**src/rtl/io_input_port.sv**
```systemverilog
// io_input_port
//   Memory-mapped input peripheral carrying board inputs (BTNL, BTNR, SW) to
//   the CPU. Buttons are synchronised and debounced; a BTNR press captures the
//   switches into a data register and raises a ready flag that the CPU polls,
//   reads and thereby acknowledges. A rising BTNL is reported as an event flag.
//
//   Ports
//     clk       system clock (CLK100MHZ domain)
//     reset     asynchronous, active-low reset
//     btnl_raw  raw BTNL pad
//     btnr_raw  raw BTNR pad
//     sw_raw    raw SW[15:0] pads
//     sel       decoder chip-select for this block
//     addr      word offset (dataAdr[3:2])
//     re        read strobe
//     we        write strobe
//     wdata     store data
//     rdata     read data, combinational from addr
//     irq       ready & ie
//
//   Register map (word offset)
//     0 STATUS  bit0 ready, bit1 ovr, bit2 btnl_evt, bit3 btnr_evt, bit4 ie
//               (bits 1..3 write-1-to-clear)
//     1 DATA    {16'b0, sw_latched}; reading it clears ready
//     2 CTRL    bit0 ie
//     3 reads 0
module io_input_port #(
  parameter int DEBOUNCE_CYCLES = 1000000,
  parameter int CNT_W           = 20
) (
  input  logic        clk,
  input  logic        reset,
  input  logic        btnl_raw,
  input  logic        btnr_raw,
  input  logic [15:0] sw_raw,
  input  logic        sel,
  input  logic [1:0]  addr,
  input  logic        re,
  input  logic        we,
  input  logic [31:0] wdata,
  output logic [31:0] rdata,
  output logic        irq
);

  localparam logic [CNT_W-1:0] CNT_MAX = CNT_W'(DEBOUNCE_CYCLES - 1);

  // Button index 0 is BTNL, index 1 is BTNR.
  logic [1:0]       btn_s1;
  logic [1:0]       btn_s2;
  logic [1:0]       db;
  logic [1:0]       db_d;
  logic [CNT_W-1:0] cnt [2];
  logic [15:0]      sw_s1;
  logic [15:0]      sw_s2;

  logic [15:0] sw_latched;
  logic        ready;
  logic        ovr;
  logic        btnl_evt;
  logic        btnr_evt;
  logic        ie;

  logic [1:0] rise;
  logic       latch;
  logic       rd_data;
  logic       wr_status;
  logic       wr_ctrl;
  logic       unused_wdata;

  // Two-flop synchronisers for both buttons and every switch bit.
  always_ff @(posedge clk or negedge reset) begin
    if (!reset) begin
      btn_s1 <= '0;
      btn_s2 <= '0;
      sw_s1  <= '0;
      sw_s2  <= '0;
    end else begin
      btn_s1 <= {btnr_raw, btnl_raw};
      btn_s2 <= btn_s1;
      sw_s1  <= sw_raw;
      sw_s2  <= sw_s1;
    end
  end

  // Debounce: the counter only runs while the synchronised level disagrees
  // with the debounced one, so any glitch that flips back early clears it.
  // db_d delays db by one edge to detect the debounced rising edge.
  always_ff @(posedge clk or negedge reset) begin
    if (!reset) begin
      db   <= '0;
      db_d <= '0;
      for (int i = 0; i < 2; i++) begin
        cnt[i] <= '0;
      end
    end else begin
      db_d <= db;
      for (int i = 0; i < 2; i++) begin
        if (btn_s2[i] == db[i]) begin
          cnt[i] <= '0;
        end else if (cnt[i] == CNT_MAX) begin
          db[i]  <= btn_s2[i];
          cnt[i] <= '0;
        end else begin
          cnt[i] <= cnt[i] + 1'b1;
        end
      end
    end
  end

  assign rise      = db & ~db_d;
  assign latch     = rise[1];
  assign rd_data   = sel & re & (addr == 2'd1);
  assign wr_status = sel & we & (addr == 2'd0);
  assign wr_ctrl   = sel & we & (addr == 2'd2);

  // Capture and flag registers. Hardware sets take priority over software
  // clears. A capture coinciding with a DATA read keeps ready set and does
  // not count as an overrun, since the previous value was consumed.
  always_ff @(posedge clk or negedge reset) begin
    if (!reset) begin
      sw_latched <= '0;
      ready      <= 1'b0;
      ovr        <= 1'b0;
      btnl_evt   <= 1'b0;
      btnr_evt   <= 1'b0;
      ie         <= 1'b0;
    end else begin
      if (latch) begin
        sw_latched <= sw_s2;
        ready      <= 1'b1;
      end else if (rd_data) begin
        ready <= 1'b0;
      end

      if (latch && ready && !rd_data) begin
        ovr <= 1'b1;
      end else if (wr_status && wdata[1]) begin
        ovr <= 1'b0;
      end

      if (rise[0]) begin
        btnl_evt <= 1'b1;
      end else if (wr_status && wdata[2]) begin
        btnl_evt <= 1'b0;
      end

      if (rise[1]) begin
        btnr_evt <= 1'b1;
      end else if (wr_status && wdata[3]) begin
        btnr_evt <= 1'b0;
      end

      if (wr_ctrl) begin
        ie <= wdata[0];
      end
    end
  end

  // Read mux is purely combinational from addr; the decoder qualifies it.
  always_comb begin
    rdata = '0;
    case (addr)
      2'd0:    rdata = {27'b0, ie, btnr_evt, btnl_evt, ovr, ready};
      2'd1:    rdata = {16'b0, sw_latched};
      2'd2:    rdata = {31'b0, ie};
      default: rdata = '0;
    endcase
  end

  assign irq = ready & ie;

  assign unused_wdata = ^wdata[31:4];

endmodule
```
**config.mk**
```make
export PLATFORM = sky130hd
export DESIGN_NAME = io_input_port
export DESIGN_NICKNAME = d
export VERILOG_FILES = /design/src/rtl/io_input_port.sv
export SDC_FILE = /design/constraint.sdc
export NUM_CORES = 1
export LEC_CHECK = 0
export ABC_AREA = 1
export CAP_MARGIN = 20
export CORE_UTILIZATION = 55
export CTS_CLUSTER_DIAMETER = 200
export DETAILED_ROUTE_END_ITERATION = 12
export PLACE_DENSITY = 0.85
export SYNTH_ARGS = -nofsm -noshare
export SYNTH_HDL_FRONTEND = slang
export SYNTH_SLANG_ARGS = --single-unit
```
**constraint.sdc**
```tcl
create_clock -name clk -period 2.65 [get_ports clk]
set_input_delay 0.6625 -clock clk [delete_from_list [all_inputs] [get_ports clk]]
set_output_delay 0.6625 -clock clk [all_outputs]
set_load 0.005 [all_outputs]
```
* Yosys cells after proc, flatten, opt, wreduce, memory -nomap -nowiden
Index checks and enable logic that the tools add are counted.
** Storage, ports and cells
- Bits in registers :: 101
- Input port bits :: 57
- Output and inout port bits :: 33
- Word-level logic and storage cells :: 59
** Cells by class
- Add/sub/neg operators :: 2
- Eq/ne operators :: 6
- Multiplexer cells :: 13
- Bitwise operators :: 10
- Reductions and logical operators :: 13
** Operators with widths (count)
- $mux W20 :: 4
- $pmux W16 S3 :: 1
- $add A20 B1 Y20 const B :: 2
- $eq A20 B20 Y1 const B :: 2
- $mux W1 :: 8
- $reduce_bool A2 Y1 :: 4
- $and A1 B1 Y1 :: 6
- $logic_and A1 B1 Y1 :: 5
- $reduce_and A2 Y1 :: 2
- $and A2 B2 Y2 :: 1
- $eq A1 B1 Y1 :: 2
- $eq A2 B1 Y1 const B :: 1
- $eq A2 B2 Y1 const B :: 1
- $logic_not A2 Y1 :: 1
- $not A1 Y1 :: 2
- $not A2 Y2 :: 1
- $logic_not A1 Y1 :: 1

* Longest topological paths before layout
- Depth in word-level cells :: 5
- Gate-level depth with buffers :: 9
- Mapped depth without buffers :: 9

* Least setup slack after synthesis
OpenSTA, ideal clock, no wires.
- Kind :: in2out
- Start point :: in addr[0]
- End point :: out rdata[10]
- Data arrival time :: 1.313 ns
- Required time :: 1.987 ns
- Path slack :: 0.674 ns
- Cell stages on the path :: 5
- Path buffers :: 1
- Cell sequence :: inv_1 nor2_1 inv_1 buf_2 nor2_1
** Between the ends
- Word-level cells in the longest chain between the ends :: 2
- Elaborated cells on any way between the ends :: 4
- Classes of those cells :: eq/ne: 2; mux: 1; reduce/logical: 1
** Ends and longest elaborated chain
- start: declaration :: RTL line 37 : input logic [1:0] addr,
- $eq A2 B2 Y1, or another cell as far along :: RTL line 162 : case (addr)
- $pmux W16 S3 (*) :: RTL line 162
- end: declaration :: RTL line 41 : output logic [31:0] rdata,
Mark *: on every way between the ends. The rest lies on a longest branch, timed or not.

* Worst setup path after layout
- Start point :: in addr[0]
- End point :: out rdata[11]
Same word-level chain as after synthesis.

==> impl_metrics.tcl <==
set metrics [dict create \
    outcome "finished clean" \
    clock.fmax_mhz 386 \
    arrival_ns 1.93 \
    drt-total-wl_um 8640 \
    cts.sinks 101 \
    clockRootBuffer "clkbuf_8" \
    detailedRoute.firstPassIterationCount 4 \
    fp.dieW_um 91.2 \
    internal_power_mw 2.06 \
    power.share.clock_pct 35.1 \
    synth_cells 481 \
    sw_frac_of_total_pct 24.3 \
    placedCellCount 630 \
    r2r.worst_path.cells 6 \
    worst_clock_skew_ns 0.0127 \
    ctsHtreeMaxLevel 3 \
    number_of_nets_with_antenna_violations_after_routing 0 \
    most-common-layout-cells "dfrtp_1 (101), nor2_1 (99), nand2_1 (94)" \
    dpl-instance-area_mm2 0.00493 \
    floorplan.initialDensity_pct 56.6 \
    hpwl_um 6050 \
    cts_tree "done" \
    rows 32 \
    worstSetupStartpointType "primary input" \
    drc_errors 0 \
    area.sequential_mm2 0.00253 \
    setup_viol 0 \
    dominantRegCellSynth "dfrtp_1" \
    combined_area_of_all_synthesized_cells_mm2 0.00438 \
    synth.ff_latch_count 101 \
    numPortBuffers 45 \
    pwr_density_cell_mw_per_mm2 527 \
    dr.first_iter.drc_count 169 \
    clk_transition_reported_paths_ns 0.09 \
    clock_network_latency_to_the_later_pin_of_the_worst_skew_pair_ns 0.37 \
    detailroute.via_count 3223 \
    vdd.ir_drop.worst_v 0.000377 \
    holdCritPathClass "in -> async" \
    reg_to_reg_setup_timing_slack_ns 1.07 \
    gpl.final_weighted_congestion 0.884 \
    finalMaxSlewViolations 0 \
    layout.nets 602 \
    grt_pass1_vias 3220 \
    pin_count_of_the_biggest_net_entering_global_routing 63 \
    cts-root-to-sink-buffers 2 \
    p_switching_mw 0.660 \
    timing.max_cap.violations 0 \
    critPathKind "in -> out" \
    die-height_um 91.2 \
    preCtsSetupSlack_ns -0.283 \
    avgViaCountPerCell 4.96 \
    tightestPinTransition_ns 0.527 \
    fin_total_pwr_mw 2.72 \
    cp_max_fo 6 \
    ys_seq_area_share_pct 57.7 \
    fin_area_mm2 0.00516 \
    boundaryPins 90 \
    wl_per_cell_um 13.3 \
    count_of_flip_flops_with_a_built_in_enable_after_synthesis 0 \
    drive_above_1_share_pct 10.0 \
    final_global_route_overflow_total 0 \
    final.period_utilization_pct 97.8 \
    layout_commonest_cell "dfrtp_1" \
    syn2layout_area_growth_pct 17.9 \
    use_met2_pct 39.5 \
    grt_most_used_layer "met2" \
    finalHoldViolations 0 \
    sequentialPowerShare_pct 59.1 \
    setup_ws_ns 0.0577 \
    combinationalPowerShare_pct 5.8 \
    cts_made_buffers 9 \
    unrepaired_setup_endpoints_after_global_routing "false" \
    p_leak_nw 2.33 \
    multi_input_area_mm2 0.00160 \
    utilization_pct 66.8 \
    grt_first_pass_wirelength_um 14800 \
    synth_cell_type_count 28 \
    average_cell_area_after_synthesis_um2 9.10 \
    antenna_cells_inserted 0 \
    maxSlewHeadroom_pct 64.9 \
    placeableCoreArea_mm2 0.00773 \
    fin_crit_ns 2.59 \
    synth_async_reset_ratio_pct 100 \
    fillCellCount 590 \
    grt_use_met1_pct 29.7 \
    grt.met3_usage_pct 3.43 \
    ys.warnings.count 0 \
    floorplan_die_area_mm2 0.00832 \
    track_usage_pct 23.0 \
    crit_path_end_kind "output port" \
    post_layout_nonfiller_instances 650 \
    initial_antenna_violation_count 0 \
    crit_required_ns 1.99 \
]
flip-flops by register name (all words and copies together), names as in the netlist, 2 cells and up:
| signal | cells |
|---|---|
| sw_latched | 16 |
| btn_s2 | 2 |
| sw_s1 | 16 |
| sw_s2 | 16 |
| db | 2 |
| cnt | 40 |
| db_d | 2 |
| btn_s1 | 2 |
Yosys cell counts (2+ instances only):
cell type / n / area (um2)
dfrtp_1: 101 / 2530
nor2_1: 101 / 379
nand2_1: 94 / 353
inv_1: 49 / 184
nand3_1: 37 / 185
o21ai_0: 19 / 95.1
buf_4: 16 / 120
xor2_1: 12 / 105
xnor2_1: 10 / 87.6
nor2_2: 6 / 37.5
nand2_2: 5 / 31.3
buf_2: 4 / 20.0
nor2_4: 4 / 45.0
nand4_1: 3 / 18.8
a21oi_1: 2 / 10.0
ha_1: 2 / 25.0
nand3_2: 2 / 20.0
nor3_1: 2 / 10.0
o21ai_1: 2 / 10.0
xor2_2: 2 / 32.5
kinds of logic (layout without fill, tap and decap cells):
logic type / after synthesis / after routing / share of synthesized area (%)
adder cells (fa/ha/maj): 2 / 2 / 0.572
XOR/XNOR: 24 / 24 / 5.15
AO/OA/AOI/OAI: 24 / 24 / 2.77
other: 1 / 16 / 0.0857
flip-flops: 101 / 101 / 57.7
AND/OR/NAND/NOR: 260 / 260 / 26.3
buffers and inverters: 69 / 121 / 7.40
power groups by stage:
stage	Clock [mW]	Combinational (mW)	Sequential, mW
floorplan	0	0.0682	1.63
global placement	0	0.148	1.63
detailed placement	0	0.154	1.64
CTS	0.968	0.160	1.61
global route	1.04	0.178	1.61
finish	0.954	0.158	1.61
final timing paths:
path | from | end
setup / recovery | addr[0] | rdata[11]
max in group asynchronous | reset | sw_latched[13]
hold reg to reg | btn_s1[0] | btn_s2[0]
min in group clk | btn_s1[0] | btn_s2[0]
setup reg to reg | cnt[20] | cnt[21]
hold / removal | reset | cnt[33]
critical path, stage by stage:
cell,delay [ns]
dlygate4sd2_1,0.30
inv_2,0.08
nor2_4,0.12
inv_2,0.09
nor2_1,0.14
clkdlybuf4s50_1,0.54
final cells by class:
type	count	area share [%]
Inverter	49	3.56
Multi-Input combinational cell	326	30.9
Sequential cell	101	49.0
Timing Repair inverter	1	0.145
Tap cell	102	2.47
Clock buffer	11	2.93
Timing Repair Buffer	55	10.2
Clock inverter	5	0.800
metal layers:
metal | wire length (um) | vias to the layer above
met5 | 0 | -
met4 | 151 | 0
met3 | 361 | 14
met2 | 4420 | 89
met1 | 3710 | 1545
li1 | - | 1575
through the flow:
step                      hold WS, ns  setup TNS [ns]
after CTS                       0.289               0
final                           0.262               0
after detailed placement        0.335           -2.81
after global placement          0.331           -2.17
after global routing            0.294               0
after floorplan                 0.331               0
repair_timing:
action,CTS,global route
cloned,1,0
resized for setup,19,1
endpoints found under the setup margin,16,1
hold buffers,0,0
pin swaps,1,0
setup buffers,3,0
(Power assumes the default switching activity.)
